### src/rtl/ex_muldiv_unit.sv
`default_nettype none
// ============================================================================
// Module   : ex_muldiv_unit
// Purpose  : Multi-cycle RV32M multiply/divide unit for the execute stage.
//            Operand magnitudes are latched on accept. A shift-add multiplier
//            or a restoring divider then runs for 32 iterations, and the
//            result sign is applied when the result is presented.
//            While an operation is in flight, busy stalls the upstream stages.
// Ports    : clk         - rising-edge clock
//            reset       - asynchronous, active-low reset
//            in_valid    - ID/EX holds an M-extension op
//            in_funct3   - operation select (MUL..REMU)
//            in_rs1/rs2  - operands
//            in_rd       - destination register
//            flush       - kill any in-flight operation
//            busy        - stall request (combinational)
//            out_valid   - one-cycle result pulse
//            out_result  - result (holds after the pulse)
//            out_rd      - destination of the result (holds after the pulse)
// Config   : `define MULDIV_FAST_MUL_EN selects a single-cycle combinational
//            product for all MUL* ops. In that build the MUL state does not
//            exist.
// Revision : 1.0 - initial release
// ============================================================================
module ex_muldiv_unit (
   input  logic        clk,
   input  logic        reset,
   input  logic        in_valid,
   input  logic [2:0]  in_funct3,
   input  logic [31:0] in_rs1,
   input  logic [31:0] in_rs2,
   input  logic [4:0]  in_rd,
   input  logic        flush,
   output logic        busy,
   output logic        out_valid,
   output logic [31:0] out_result,
   output logic [4:0]  out_rd
);

`ifdef MULDIV_FAST_MUL_EN
   typedef enum logic [1:0] {
      S_IDLE = 2'd0,
      S_DIV  = 2'd2,
      S_DONE = 2'd3
   } state_t;
`else
   typedef enum logic [1:0] {
      S_IDLE = 2'd0,
      S_MUL  = 2'd1,
      S_DIV  = 2'd2,
      S_DONE = 2'd3
   } state_t;
`endif

   state_t      state_q, state_d;
   logic [5:0]  cnt_q,   cnt_d;
   logic [63:0] acc_q,   acc_d;    // multiply: {partial hi, multiplier}; divide: {remainder, dividend/quotient}
   logic [31:0] bmag_q,  bmag_d;
   logic [2:0]  op_q,    op_d;
   logic [4:0]  rd_q,    rd_d;
   logic        neg_q,   neg_d;
   logic [31:0] res_q,   res_d;
   logic [4:0]  ord_q,   ord_d;

   // ------------------------------------------------------------------------
   // Accept-time operand conditioning
   // ------------------------------------------------------------------------
   logic        w_a_signed, w_b_signed, w_sa, w_sb;
   logic [31:0] w_a_mag, w_b_mag;
   logic        w_ovf;

   assign w_a_signed = (in_funct3 == 3'b001) || (in_funct3 == 3'b010) ||
                       (in_funct3 == 3'b100) || (in_funct3 == 3'b110);
   assign w_b_signed = (in_funct3 == 3'b001) || (in_funct3 == 3'b100) ||
                       (in_funct3 == 3'b110);
   assign w_sa       = in_rs1[31] & w_a_signed;
   assign w_sb       = in_rs2[31] & w_b_signed;
   assign w_a_mag    = w_sa ? (32'd0 - in_rs1) : in_rs1;
   assign w_b_mag    = w_sb ? (32'd0 - in_rs2) : in_rs2;
   // Signed DIV/REM only (funct3[0]=0 within the divide group)
   assign w_ovf      = ~in_funct3[0] && (in_rs1 == 32'h8000_0000) &&
                       (in_rs2 == 32'hFFFF_FFFF);

`ifdef MULDIV_FAST_MUL_EN
   logic [63:0] w_fast_prod;
   assign w_fast_prod = {32'd0, w_a_mag} * {32'd0, w_b_mag};
`else
   // One shift-add step. Add the multiplicand into the high half when the
   // multiplier LSB is set, then shift the whole accumulator right. After 32
   // steps the accumulator holds the full product.
   logic [32:0] w_mul_sum;
   logic [63:0] w_mul_step;
   assign w_mul_sum  = {1'b0, acc_q[63:32]} + (acc_q[0] ? {1'b0, bmag_q} : 33'd0);
   assign w_mul_step = {w_mul_sum, acc_q[31:1]};
`endif

   // One restoring-divide step. The remainder is always below the divisor,
   // so the shifted value fits in 33 bits and the difference fits in 32.
   logic [32:0] w_div_sh;
   logic        w_div_ge;
   logic [31:0] w_div_sub, w_div_rem;
   logic [63:0] w_div_step;
   assign w_div_sh   = {acc_q[63:32], acc_q[31]};
   assign w_div_ge   = w_div_sh >= {1'b0, bmag_q};
   assign w_div_sub  = w_div_sh[31:0] - bmag_q;
   assign w_div_rem  = w_div_ge ? w_div_sub : w_div_sh[31:0];
   assign w_div_step = {w_div_rem, acc_q[30:0], w_div_ge};

   // ------------------------------------------------------------------------
   // Final sign correction and result selection
   // ------------------------------------------------------------------------
   logic [63:0] w_prod_fix;
   logic [31:0] w_quo_fix, w_rem_fix, w_final;
   assign w_prod_fix = neg_q ? (64'd0 - acc_q) : acc_q;
   assign w_quo_fix  = neg_q ? (32'd0 - acc_q[31:0]) : acc_q[31:0];
   assign w_rem_fix  = neg_q ? (32'd0 - acc_q[63:32]) : acc_q[63:32];

   always_comb begin
      w_final = w_rem_fix;
      case (op_q)
         3'b000:                 w_final = w_prod_fix[31:0];
         3'b001, 3'b010, 3'b011: w_final = w_prod_fix[63:32];
         3'b100, 3'b101:         w_final = w_quo_fix;
         default:                w_final = w_rem_fix;
      endcase
   end

   // ------------------------------------------------------------------------
   // Next-state and datapath
   // ------------------------------------------------------------------------
   always_comb begin
      state_d = state_q;
      cnt_d   = cnt_q;
      acc_d   = acc_q;
      bmag_d  = bmag_q;
      op_d    = op_q;
      rd_d    = rd_q;
      neg_d   = neg_q;
      res_d   = res_q;
      ord_d   = ord_q;
      case (state_q)
         S_IDLE: begin
            if (in_valid && !flush) begin
               op_d   = in_funct3;
               rd_d   = in_rd;
               cnt_d  = 6'd0;
               bmag_d = w_b_mag;
               // Remainder takes the dividend sign; product and quotient take the xor
               neg_d  = (in_funct3[2] && in_funct3[1]) ? w_sa : (w_sa ^ w_sb);
               if (!in_funct3[2]) begin
`ifdef MULDIV_FAST_MUL_EN
                  acc_d   = w_fast_prod;
                  state_d = S_DONE;
`else
                  acc_d   = {32'd0, w_a_mag};
                  state_d = S_MUL;
`endif
               end else if (in_rs2 == 32'd0) begin
                  // Raw dividend as remainder, all-ones quotient, no sign fix
                  acc_d   = {in_rs1, 32'hFFFF_FFFF};
                  neg_d   = 1'b0;
                  state_d = S_DONE;
               end else if (w_ovf) begin
                  acc_d   = {32'd0, 32'h8000_0000};
                  neg_d   = 1'b0;
                  state_d = S_DONE;
               end else begin
                  acc_d   = {32'd0, w_a_mag};
                  state_d = S_DIV;
               end
            end
         end
`ifndef MULDIV_FAST_MUL_EN
         S_MUL: begin
            if (flush) begin
               state_d = S_IDLE;
            end else begin
               acc_d = w_mul_step;
               cnt_d = cnt_q + 6'd1;
               if (cnt_q == 6'd31) state_d = S_DONE;
            end
         end
`endif
         S_DIV: begin
            if (flush) begin
               state_d = S_IDLE;
            end else begin
               acc_d = w_div_step;
               cnt_d = cnt_q + 6'd1;
               if (cnt_q == 6'd31) state_d = S_DONE;
            end
         end
         S_DONE: begin
            state_d = S_IDLE;
            if (!flush) begin
               res_d = w_final;
               ord_d = rd_q;
            end
         end
         default: state_d = S_IDLE;
      endcase
   end

   always_ff @(posedge clk or negedge reset) begin
      if (!reset) begin
         state_q <= S_IDLE;
         cnt_q   <= 6'd0;
         acc_q   <= 64'd0;
         bmag_q  <= 32'd0;
         op_q    <= 3'd0;
         rd_q    <= 5'd0;
         neg_q   <= 1'b0;
         res_q   <= 32'd0;
         ord_q   <= 5'd0;
      end else begin
         state_q <= state_d;
         cnt_q   <= cnt_d;
         acc_q   <= acc_d;
         bmag_q  <= bmag_d;
         op_q    <= op_d;
         rd_q    <= rd_d;
         neg_q   <= neg_d;
         res_q   <= res_d;
         ord_q   <= ord_d;
      end
   end

   // ------------------------------------------------------------------------
   // Outputs. The result is driven straight from the datapath during DONE and
   // from the holding registers afterwards, so it is valid with the pulse.
   // ------------------------------------------------------------------------
   logic w_done_fire;
   assign w_done_fire = (state_q == S_DONE) && !flush;
   assign out_valid   = w_done_fire;
   assign out_result  = w_done_fire ? w_final : res_q;
   assign out_rd      = w_done_fire ? rd_q    : ord_q;

   always_comb begin
      busy = 1'b0;
      case (state_q)
         S_IDLE:  busy = in_valid && !flush;
         S_DONE:  busy = 1'b0;
         default: busy = 1'b1;
      endcase
      if (!reset) busy = 1'b0;
   end

endmodule
`default_nettype wire

### config.mk
export PLATFORM = sky130hd
export DESIGN_NAME = ex_muldiv_unit
export DESIGN_NICKNAME = d
export VERILOG_FILES = /design/src/rtl/ex_muldiv_unit.sv
export SDC_FILE = /design/constraint.sdc
export NUM_CORES = 1
export LEC_CHECK = 0
export ABC_CLOCK_PERIOD_IN_PS = 3700
export BUFFER_PORTS_ARGS = -buffer_cell sky130_fd_sc_hd__buf_4
export CAP_MARGIN = 5
export CORE_MARGIN = 8
export CORE_UTILIZATION = 55
export CTS_CLUSTER_SIZE = 24
export DETAILED_ROUTE_END_ITERATION = 7
export HOLD_SLACK_MARGIN = 0.05
export PLACE_DENSITY = 0.74
export SETUP_SLACK_MARGIN = 0.3
export SYNTH_ARGS = -nofsm -noshare
export SYNTH_HDL_FRONTEND = slang
export SYNTH_SLANG_ARGS = --single-unit
### constraint.sdc
create_clock -name clk -period 3.7 [get_ports clk]
set_input_delay 0.555 -clock clk [delete_from_list [all_inputs] [get_ports clk]]
set_output_delay 0.555 -clock clk [all_outputs]
set_load 0.03 [all_outputs]
# Word-level counts from Yosys, hierarchy flattened
# Index checks and enable logic that the tools add are counted.
[word_totals]
register_bits = 150
latch_bits = 0
ramBits = 0
rom_bits = 0
inputBits = 76
memories = 0
[op_classes]
add_sub_neg = 8
mul = 0
div_mod_pow = 0
order_cmp = 1
eq_ne = 20
shift = 0
muxes = 33
n_bitwise = 5
reduce_logical = 24
[ops]
columns = ["operator", "n"]
rows = [
  ["2-to-1 mux 64 bit", 6],
  ["2-to-1 mux 32 bit", 8],
  ["one-hot mux 64 bit (3 select lines)", 1],
  ["subtractor 1 x 32 -> 32 bit, first input constant", 4],
  ["one-hot mux 32 bit (3 select lines)", 1],
  ["equality test 32 bit, second input constant", 2],
  ["subtractor 1 x 64 -> 64 bit, first input constant", 1],
  ["adder 32 x 32 -> 33 bit", 1],
  ["greater-or-equal comparator 33 x 32 -> 1 bit", 1],
  ["zero test 32 bit", 1],
  ["subtractor 32 bit", 1],
  ["equality test 3 bit, second input constant", 4],
  ["2-to-1 mux 6 bit", 2],
  ["one-hot mux 6 bit (2 select lines)", 1],
  ["equality test 3 x 2 -> 1 bit, second input constant", 3],
  ["2-to-1 mux 2 bit", 4],
  ["inequality test 2 bit, second input constant", 4],
  ["2-to-1 mux 1 bit", 7],
  ["adder 6 x 1 -> 6 bit, second input constant", 1],
  ["equality test 3 x 1 -> 1 bit, second input constant", 2],
  ["equality test 6 x 5 -> 1 bit, second input constant", 1],
  ["one-hot mux 2 bit (3 select lines)", 1],
  ["AND reduction 2 bit", 3],
  ["logical AND 1 bit", 5],
  ["other kinds (18)", 26],
]

# Logic depth before layout (Yosys ltp)
[depth]
depth_word = 11
depth_mapped = 14
mapped_depth_nobuf = 13

# Least setup slack after synthesis
# Ideal clock, no wire load.
[synth_path]
path_type = "register -> output"
startpoint = "register acc_q[0]"
endpoint = "output port out_result[24]"
arrival_ps = 3240
t_required_ps = 3145
setup_slack_ps = -95
stages_incl_launch_ff = 13
path_buffers = 1
cell_sequence = "dfrtp_1 -> inv_1 -> clkbuf_1 -> ha_1 -> nor2b_1 -> and3_1 -> nand4_1 -> o21ai_1 -> nand2b_1 -> o41ai_1 -> xnor2_1 -> o21ai_0 -> o21ai_0"
[synth_between]
elab_chain_len = 4
elab_cells_between_ends = 6
classes_between = "2 x add/sub; 4 x mux"
[synth_rtl]
columns = ["item", "line_no", "source"]
rows = [
  ["start, declared", "57", "logic [63:0] acc_q, acc_d;"],
  ["start signal, assigned", "208", "acc_q <= 64'd0;"],
  ["start signal, assigned", "218", "acc_q <= acc_d;"],
  ["subtractor 1 x 64 -> 64 bit / subtractor 1 x 32 -> 32 bit (equally long branches)", "114, 115", ""],
  ["2-to-1 mux 64 bit / 2-to-1 mux 32 bit (equally long branches)", "114, 115", ""],
  ["one-hot mux 32 bit (3 select lines) *", "120", "case (op_q)"],
  ["2-to-1 mux 32 bit *", "235", "assign out_result = w_done_fire ? w_final : res_q;"],
  ["end, declared", "36", "output logic [31:0] out_result,"],
]
# Mark *: on every way between the ends. The rest lies on a longest branch, timed or not.

# Worst setup path after layout
[layout_path]
startpoint = "register acc_q[13]"
endpoint = "output port out_result[25]"
# Same word-level chain as after synthesis.

==> qor.csv <==
metric,value,unit
violations,negative setup slack,
synth_nets,2077,
ys.warnings.count,0,
ant_nets,0,
root_buffer,clkbuf_16,
dp_hpwl,43900,um
rsz0062_at_grt,yes,
clk_latency,0.45,ns
grt_max_degree,102,
crit_fanout,5,
syn2layout_area_growth,29.8,%
cts.htree.levels,4,
core.rowCount,59,
gp_congestion,1.03,
cts_tree,done,
firstDrtPassIters,7,
drv_cap,0,
yosysTopAreaCell,dfrtp_1,
cp_cell_sequence,or4_4 > nor4_4 > nand4_1 > or3_4 > o31a_1 > nor2_1 > xnor2_1 > a21oi_1 > o21ai_2 > buf_6,
cp-start-kind,register,
finalCritPeriodShare,108,%
hold_path_class,primary input to register,
cts_buffers,17,
finalNetCount,2303,
fin_crit,3.99,ns
status,"complete, but fails checks",
synthArstFlopShare,100,%
arrival,3.44,ns
antenna_found_initial,0,
synthesis.area,14700,sq um
cts_sinks,150,
fmax,0.251,GHz
yosys.cell_types.count,82,
synthCells,1925,
start_util,56.1,%
grt_use_total,36.1,%
fin_util,72.8,%
synth_mux_area_share,2.32,%
grt_pass1_vias,15600,
synth-edff-count,0,
synth-adder-area-share,6.59,%
io_buffers,114,
drtIter0Drc,1970,
cts.path.max_buffers,2,
synthTopCellsByArea,"dfrtp_1, ha_1, a21oi_1",
wl,60300,um
core_area,26100,sq um
ys_ff_latch,150,
die_x,179,um
slowest_stage,or4_4,
timing.final.ws_setup,-0.292,ns
ys_seq_area_share,25.6,%
io_pins,115,
grt_pass1_wl,89300,um
diodes,0,
synth_compound_area_share,29.3,%
design_area,19000,sq um
clk_pin_slew,0.08,ns
skew,0.0195,ns
end_kind,output port,
slowest_delay,0.58,ns
grt_overflow,0,
die-area,32100,sq um
vias_per_cell,6.71,
synth_top_family_by_area,compound AO/OA/AOI/OAI gates,
vias,16800,
wl_per_cell,24.1,um
dpl_cell_area,16600,sq um
slew_headroom,13.3,%
drcViolationCount,0,
slew_violations,0,
cp.required,3.14,ns
finalHoldViolations,0,
setup_violations,32,
yosys.area_share.simple,20.3,%
synthFlopType,dfrtp_1,
worst-slew-pin-transition,1.30,ns
die_h,179,um
yosysTopAreaCellShare,25.6,%
drive_gt1_share,28.4,%
synth_xor_area_share,10.3,%
path_class,register to output port,
synthesis.area_per_instance,7.61,sq um
cell usage after synthesis, types with 25 or more instances:
| cell | count |
|---|---|
| clkbuf_1 | 111 |
| nand3_1 | 40 |
| a21o_1 | 28 |
| o31ai_1 | 30 |
| xor2_1 | 77 |
| a211oi_1 | 30 |
| nor3_1 | 45 |
| dfrtp_1 | 150 |
| inv_1 | 71 |
| a21oi_1 | 171 |
| a221oi_1 | 32 |
| o21ai_0 | 171 |
| nor2_1 | 148 |
| ha_1 | 74 |
| xnor2_1 | 95 |
| nand4_1 | 25 |
| nand2_1 | 220 |
through the flow:
stage	instances	setup WS, ns	setup TNS (ns)	hold WS [ns]
final	2499	-0.292	-5.21	0.334
after detailed placement	2387	0.159	0	0.456
after global routing	2499	-0.414	-8.23	0.336
after global placement	2387	0.169	0	0.452
after floorplan	1925	0.262	0	0.259
after CTS	2453	-0.226	-2.78	0.324
repair_timing:
item | CTS | global route
gates cloned | 0 | 2
gates resized for setup | 123 | 136
hold buffers | 1 | 0
setup endpoints to repair | 45 | 61
endpoints found under the hold margin | 25 | 0
setup buffers | 33 | 44
pin swaps | 52 | 62
cell families (layout without fill, tap and decap cells):
logic type	count (synthesis)	in the layout
buffers and inverters	204	443
muxes	31	31
xor gates and xnor gates	172	172
AOI/OAI and AO/OA	670	670
DFF	150	150
and+or+nand+nor	622	622
adders and majority gates	76	76
sequential cells by signal (all words and copies together), names as in the netlist:
signal   count
acc_q       64
bmag_q      32
res_q       32
cnt_q        6
ord_q        5
rd_q         5
op_q         3
state_q      2
neg_q        1
path summary, 6_finish.rpt:
kind / from / end / slack [ns] / cells past startpoint
max: acc_q[13]$_DFFE_PN0P_ / out_result[25] / -0.29 / 10
min: in_rd[4] / rd_q[4]$_DFFE_PN0P_ / 0.33 / 2
max reg2reg: acc_q[9]$_DFFE_PN0P_ / res_q[4]$_DFFE_PN0P_ / 0.01 / 22
min reg2reg: bmag_q[18]$_DFFE_PN0P_ / bmag_q[18]$_DFFE_PN0P_ / 0.48 / 2
max in group asynchronous: reset / acc_q[0]$_DFFE_PN0P_ / 1.86 / 3
min in group asynchronous: reset / res_q[4]$_DFFE_PN0P_ / 0.62 / 2
worst max-delay path, delay by kind of cell (launching register included):
kind / cells / cell delay (ns)
simple gates: 5 / 1.70
compound gates: 3 / 0.61
flops: 1 / 0.38
buf+inv: 1 / 0.16
xor+xnor: 1 / 0.14
layer usage:
| metal | global-route usage, % | up-vias | part of all wire [%] |
|---|---|---|---|
| li1 | - | 7517 | - |
| met1 | 46.1 | 7834 | 39 |
| met2 | 56.0 | 1132 | 44 |
| met3 | 8.97 | 273 | 11 |
| met4 | 18.1 | 0 | 6.4 |
| met5 | 0 | - | 0 |
cell usage in the layout (no fill, tap or decap), drive strengths merged, types with 10 or more instances in the layout:
master / synthesis / routed
xnor2: 95 / 95
nand2: 220 / 220
nor2b: 15 / 15
a221oi: 32 / 32
dfrtp: 150 / 150
nand4: 25 / 25
nor2: 149 / 149
a22o: 24 / 24
o22ai: 25 / 25
or3: 15 / 15
buf: 19 / 337
o21ai: 179 / 179
or4: 17 / 17
o21a: 14 / 14
xor2: 77 / 77
nand2b: 24 / 24
a211oi: 30 / 30
nor3: 47 / 47
and2: 13 / 13
a22oi: 23 / 23
o211ai: 10 / 10
ha: 74 / 74
o31ai: 31 / 31
and3: 11 / 11
clkbuf: 113 / 20
a21o: 28 / 28
mux2: 24 / 24
a21oi: 171 / 171
nor4: 10 / 10
nand3: 40 / 40
o41ai: 21 / 21
inv: 71 / 78
or2: 12 / 12
a31oi: 20 / 20
final cells by class:
| type | count | area (sq um) |
|---|---|---|
| Multi-Input combinational cell | 1571 | 11200 |
| Fill cell | 2028 | 7110 |
| Sequential cell | 150 | 3760 |
| Timing Repair Buffer | 339 | 2780 |
| Clock buffer | 19 | 453 |
| Tap cell | 335 | 419 |
| Inverter | 72 | 274 |
| Clock inverter | 13 | 156 |
Power is not shown: default switching activity piles up to over one toggle a cycle in this logic, so the estimate is an artifact.
